## config.mk

```make
export PLATFORM = sky130hd
export DESIGN_NAME = dram_lsu
export DESIGN_NICKNAME = d
export VERILOG_FILES = /design/src/rtl/dram_lsu_pkg.sv /design/src/rtl/dram_lsu_align.sv /design/src/rtl/dram_lsu.sv
export SDC_FILE = /design/constraint.sdc
export NUM_CORES = 1
export LEC_CHECK = 0
export BUFFER_PORTS_ARGS = -buffer_cell sky130_fd_sc_hd__buf_2
export CORE_UTILIZATION = 40
export DETAILED_ROUTE_END_ITERATION = 10
export GPL_ROUTABILITY_DRIVEN = 0
export PLACE_DENSITY = 0.8
export SYNTH_ARGS = -nofsm -noshare
export SYNTH_HDL_FRONTEND = slang
export SYNTH_SLANG_ARGS = --single-unit
export TNS_END_PERCENT = 10
```

## constraint.sdc

```tcl
create_clock -name clk -period 4.8 [get_ports clk]
set_clock_uncertainty 0.15 [all_clocks]
set_input_delay 0.48 -clock clk [delete_from_list [all_inputs] [get_ports clk]]
set_output_delay 0.48 -clock clk [all_outputs]
set_load 0.02 [all_outputs]
```

## src/rtl/dram_lsu_pkg.sv

```systemverilog
// Shared encodings for the dram_lsu load/store unit: access sizes, FSM states and
// the word-address slice position.
package dram_lsu_pkg;

    localparam logic [1:0] SZ_BYTE = 2'b00;
    localparam logic [1:0] SZ_HALF = 2'b01;
    localparam logic [1:0] SZ_WORD = 2'b10;

    // Byte address bit where the memory word address begins
    localparam int WA_LSB = 2;

    typedef enum logic [2:0] {
        IDLE,
        RD,
        DATA,
        WR,
        RESP
    } state_t;

endpackage

```

## src/rtl/dram_lsu_align.sv

```systemverilog
// Little-endian lane handling for dram_lsu: load extract with sign/zero extension
// and store merge into the word read back from memory. Lanes assume a 32-bit word.
module dram_lsu_align
    import dram_lsu_pkg::*;
#(
    parameter int WIDTH = 32
) (
    input  logic [1:0]       size,
    input  logic             is_unsigned,
    input  logic [1:0]       lane,
    input  logic [WIDTH-1:0] rdata,
    input  logic [WIDTH-1:0] wdata,
    output logic [WIDTH-1:0] ld_data,
    output logic [WIDTH-1:0] st_data
);

    logic [7:0]  byte_sel;
    logic [15:0] half_sel;

    always_comb begin
        byte_sel = rdata[7:0];
        half_sel = lane[1] ? rdata[31:16] : rdata[15:0];
        ld_data  = rdata;
        st_data  = rdata;
        case (lane)
            2'd1:    byte_sel = rdata[15:8];
            2'd2:    byte_sel = rdata[23:16];
            2'd3:    byte_sel = rdata[31:24];
            default: byte_sel = rdata[7:0];
        endcase
        case (size)
            SZ_BYTE: begin
                ld_data = {{(WIDTH-8){~is_unsigned & byte_sel[7]}}, byte_sel};
                case (lane)
                    2'd1:    st_data[15:8]  = wdata[7:0];
                    2'd2:    st_data[23:16] = wdata[7:0];
                    2'd3:    st_data[31:24] = wdata[7:0];
                    default: st_data[7:0]   = wdata[7:0];
                endcase
            end
            SZ_HALF: begin
                ld_data = {{(WIDTH-16){~is_unsigned & half_sel[15]}}, half_sel};
                if (lane[1]) st_data[31:16] = wdata[15:0];
                else         st_data[15:0]  = wdata[15:0];
            end
            default: begin
                ld_data = rdata;
                st_data = wdata;
            end
        endcase
    end

endmodule

```

## src/rtl/dram_lsu.sv

```systemverilog
// Load/store unit in front of the word-wide data memory: RMW for sub-word stores,
// extension for loads. Define MISALIGN_TRAP_EN to report misaligned requests via resp_err.
module dram_lsu
    import dram_lsu_pkg::*;
#(
    parameter int ADDR_WIDTH = 12,
    parameter int WIDTH      = 32
) (
    input  logic                  clk,
    input  logic                  rst_n,
    input  logic                  req_valid,
    output logic                  req_ready,
    input  logic                  req_we,
    input  logic [1:0]            req_size,
    input  logic                  req_unsigned,
    input  logic [31:0]           req_addr,
    input  logic [WIDTH-1:0]      req_wdata,
    output logic                  resp_valid,
    output logic [WIDTH-1:0]      resp_rdata,
    output logic                  resp_err,
    output logic                  dram_we_o,
    output logic [ADDR_WIDTH-1:0] dram_addr_o,
    output logic [WIDTH-1:0]      dram_din_o,
    input  logic [WIDTH-1:0]      dram_dout_i
);

    state_t                state, state_nx;
    logic [ADDR_WIDTH+1:0] addr_q;
    logic [1:0]            size_q;
    logic                  we_q, uns_q;
    logic [WIDTH-1:0]      wbuf_q, rdata_q;
    logic [WIDTH-1:0]      ld_data, st_data;
    logic                  accept, req_mis;
    logic                  unused_addr_hi;

    assign unused_addr_hi = ^req_addr[31:ADDR_WIDTH+2];
    assign accept         = req_valid && req_ready;

`ifdef MISALIGN_TRAP_EN
    logic err_q;
    assign req_mis  = ((req_size == SZ_HALF) && req_addr[0]) ||
                      (req_size[1] && (req_addr[1:0] != 2'b00));
    assign resp_err = resp_valid && err_q;

    always_ff @(posedge clk or negedge rst_n) begin
        if (!rst_n)      err_q <= 1'b0;
        else if (accept) err_q <= req_mis;
    end
`else
    assign req_mis  = 1'b0;
    assign resp_err = 1'b0;
`endif

    dram_lsu_align #(.WIDTH(WIDTH)) u_align (
        .size        (size_q),
        .is_unsigned (uns_q),
        .lane        (addr_q[1:0]),
        .rdata       (dram_dout_i),
        .wdata       (wbuf_q),
        .ld_data     (ld_data),
        .st_data     (st_data)
    );

    always_comb begin
        state_nx = state;
        case (state)
            IDLE: if (accept)
                      state_nx = req_mis ? RESP : (req_we && req_size[1]) ? WR : RD;
            RD:   state_nx = DATA;
            DATA: state_nx = we_q ? WR : RESP;
            WR:   state_nx = RESP;
            RESP: state_nx = IDLE;
            default: state_nx = IDLE;
        endcase
    end

    // wbuf_q starts as the raw store data; sub-word stores overwrite it with the merge
    always_ff @(posedge clk or negedge rst_n) begin
        if (!rst_n) begin
            state   <= IDLE;
            addr_q  <= '0;
            size_q  <= SZ_BYTE;
            we_q    <= 1'b0;
            uns_q   <= 1'b0;
            wbuf_q  <= '0;
            rdata_q <= '0;
        end else begin
            state <= state_nx;
            if (accept) begin
                addr_q  <= req_addr[ADDR_WIDTH+1:0];
                size_q  <= req_size;
                we_q    <= req_we;
                uns_q   <= req_unsigned;
                wbuf_q  <= req_wdata;
                rdata_q <= '0;
            end else if (state == DATA) begin
                if (we_q) wbuf_q  <= st_data;
                else      rdata_q <= ld_data;
            end
        end
    end

    assign req_ready   = (state == IDLE);
    assign resp_valid  = (state == RESP);
    assign resp_rdata  = rdata_q;
    assign dram_we_o   = (state == WR);
    assign dram_addr_o = addr_q[ADDR_WIDTH+1:WA_LSB];
    assign dram_din_o  = wbuf_q;

endmodule

```

==> out/qor.csv <==
stage,metric,value,unit
die,Die X,110,µm
drt,Initial DRC Count,439,
logic_synthesis,register area share after synthesis,45.3,%
logic_synthesis,Mapped Cells,479,
global_routing,Tot GR Track Use,24.3,%
logic_synthesis,Synth cell types,44,
worst_setup_path,Crit path max-delay family,compound AO/OA/AOI/OAI gates,
worst_setup_path,crit path cell chain,nor3b_1 > a22oi_1 > a2111oi_4 > a221o_2,
logic_synthesis,syn_area_per_cell,9.81,µm²
final_layout,"commonest non-fill, non-tap cell in the layout",buf_2,
die,io pins,183,
cts,clk slew on worst S/H paths,0.06,ns
die,Die H,110,µm
worst_setup_path,crit path capture type,flip-flop,
logic_synthesis,Seq cells post-synth,85,
logic_synthesis,Synth area leaders,"dfrtp_1 45%, mux2_2 8.2%, nand2_1 6.6%",
logic_synthesis,yosys warns,0,
worst_setup_path,startpoint types,flip-flop,
timing,post-route setup TNS,0,ns
logic_synthesis,largest area contributor in the netlist,dfrtp_1,
final_layout,most frequent cells in the layout,"162 x buf_2, 85 x dfrtp_1, 82 x nand2_1",
worst_setup_path,Crit Path Class,reg2reg,
die,die area,0.0122,mm²
timing,"Min Clock Period, post-route",2.81,ns
cts,CTS root buf,clkbuf_16,
final_layout,diode count,0,
global_routing,initial antenna violation count,0,
worst_setup_path,Critical Path AT,2.93,ns
global_routing,grt ovf,0,
final_layout,Final #Nets,710,
drt,iteration count of the initial detailed-routing pass,5,
job,# Max-Cap Violations,0,
cts,post-cts gate resize count,0,
final_layout,area of the multi-input gates,0.00226,mm²
logic_synthesis,Async SR Flop Fraction,100,%
global_routing,global-route wire length before repair,21700,µm
die,# rows,39,
worst_setup_path,CP startpoint,size_q[1],
global_routing,largest net degree at the start of global routing,86,
power_and_ir_drop,PwrDens,726,mW/mm²
power_and_ir_drop,Pleak,2.92,nW
cts,H-tree depth,3,
die,Initial Util,41.1,%
drt,post-route ant nets,0,
final_layout,final non-filler cell total,755,
cts,TritonCTS clock tree,yes,
timing,f_max,356,MHz
final_layout,total area of sequential cells,0.00213,mm²
min_path,Hold WC Path Type,in2async,
final_layout,layout cells sized above 1,38.1,%
drt,"wirelength, routed",14700,µm
logic_synthesis,Yosys top cell area share,45.3,%
cts,CTS sink count,85,
timing,Final Cycle Share,58.5,%
logic_synthesis,most used flip-flop cell after synthesis,dfrtp_1,
final_layout,Fillers,1078,
logic_synthesis,area of the mapped netlist,0.00470,mm²
drt,DRC,0,
logic_synthesis,"EDFF count, synth",0,
worst_setup_path,R2R Path Start,size_q[1],
cts,post-CTS setup buffers,0,
drt,via density per instance,5.74,
worst_setup_path,Worst Path Max Fanout,31,
placement,# placed instances,739,
worst_setup_path,Max stage delay on crit path,1.03,ns
timing,max-slew violation count,0,
outcome,status,finished clean,
timing,actual slew at the worst max-slew pin,1.18,ns
timing,final hold vios,0,
drt,post-detailed-route wirelength per cell,19.4,µm
global_routing,vias in the first global route,4042,
die,core area,0.0114,mm²
cts,clk_lat worst skew,0.34,ns
final_layout,Area Overhead vs Synth,22.9,%
worst_setup_path,Crit path required time,4.92,ns
cts,clock buffer depth,2,
placement,post-detail-place hpwl,10500,µm
logic_synthesis,Synthesized Nets,582,
cts,hold_buf cts,0,
drt,DR vias,4337,
power_and_ir_drop,Max IR drop VDD,0.000354,V
worst_setup_path,worst path bufs/invs,0,
timing,Slew Limit Headroom,20.8,%
worst_setup_path,Slowest cell on crit path,a2111oi_4,
timing,Setup Viol. Count Final,0,
placement,port buffer count,163,
timing,RSZ-0062 raised after global routing,false,
cts,Num CTS Buffers,9,
## worst paths after layout
check,to,slack [ns],cells past startpoint
max,resp_rdata[27],1.99,4
max reg2reg,resp_rdata[27],1.99,4
min,addr_q[8],0.16,1
max in group asynchronous,resp_rdata[12],3.60,1
min in group clk,addr_q[11],0.18,3
min reg2reg,addr_q[3],0.32,2
## layout make-up
class / count / area share (%)
multi-input combinational: 334 / 39.1
sequential: 85 / 36.8
timing repair buffer: 168 / 14.8
clock buffer: 13 / 4.33
tap: 143 / 3.10
clock inverter: 3 / 1.19
inverter: 9 / 0.585
## cell families after synthesis
logic type | Yosys count | synth area share (%)
AO/OA/AOI/OAI | 140 | 22.6
AND/OR/NAND/NOR | 150 | 15.3
other | 1 | 0.0798
flip-flops | 85 | 45.3
buffers and inverters | 60 | 6.63
multiplexers | 43 | 10.1
## metal layers
layer | share of wire [%] | routed length, µm | GRT usage (%) | up-vias
met3 | 9.6 | 1400 | 6.11 | 35
met4 | 2.6 | 380 | 9.12 | 0
met1 | 41 | 6080 | 31.7 | 2069
met5 | 0 | 0 | 0 | -
met2 | 46 | 6790 | 38.8 | 241
li1 | - | - | - | 1992
## cell usage after synthesis, drive strengths merged (9+ instances only)
cell and number:
o31ai 9, a211oi 15, buf 29, nand2 82, dfrtp 85, nand2b 14, a21o 9, a22oi 18
o21ai 21, mux2i 9, nor2 26, mux2 34, a21oi 16, clkbuf 22, inv 9, a221o 16
## sequential cells by signal (all words and copies together), names as in the netlist
register	count
dram_din_o	32
uns_q	1
size_q	2
we_q	1
addr_q	14
state	3
resp_rdata	32
## metrics by stage
stage	total power, W	hold slack (ns)	area [µm²]	worst slack [ns]	utilization, %
detailed placement	0.00343	0.307	5450	2.04	47.8
global route	0.00445	0.186	5770	1.88	50.6
finish	0.00419	0.160	5770	1.99	50.6
floorplan	0.00286	0.0344	4700	2.60	-
CTS	0.00419	0.173	5770	2.04	50.6
global placement	0.00335	0.306	5450	2.18	47.8
## power breakdown
group	internal, W	switching [W]
clock	0.000472	0.000273
sequential	0.00102	0.000321
combinational	0.000829	0.00128
Power figures use the tool's default switching activity.
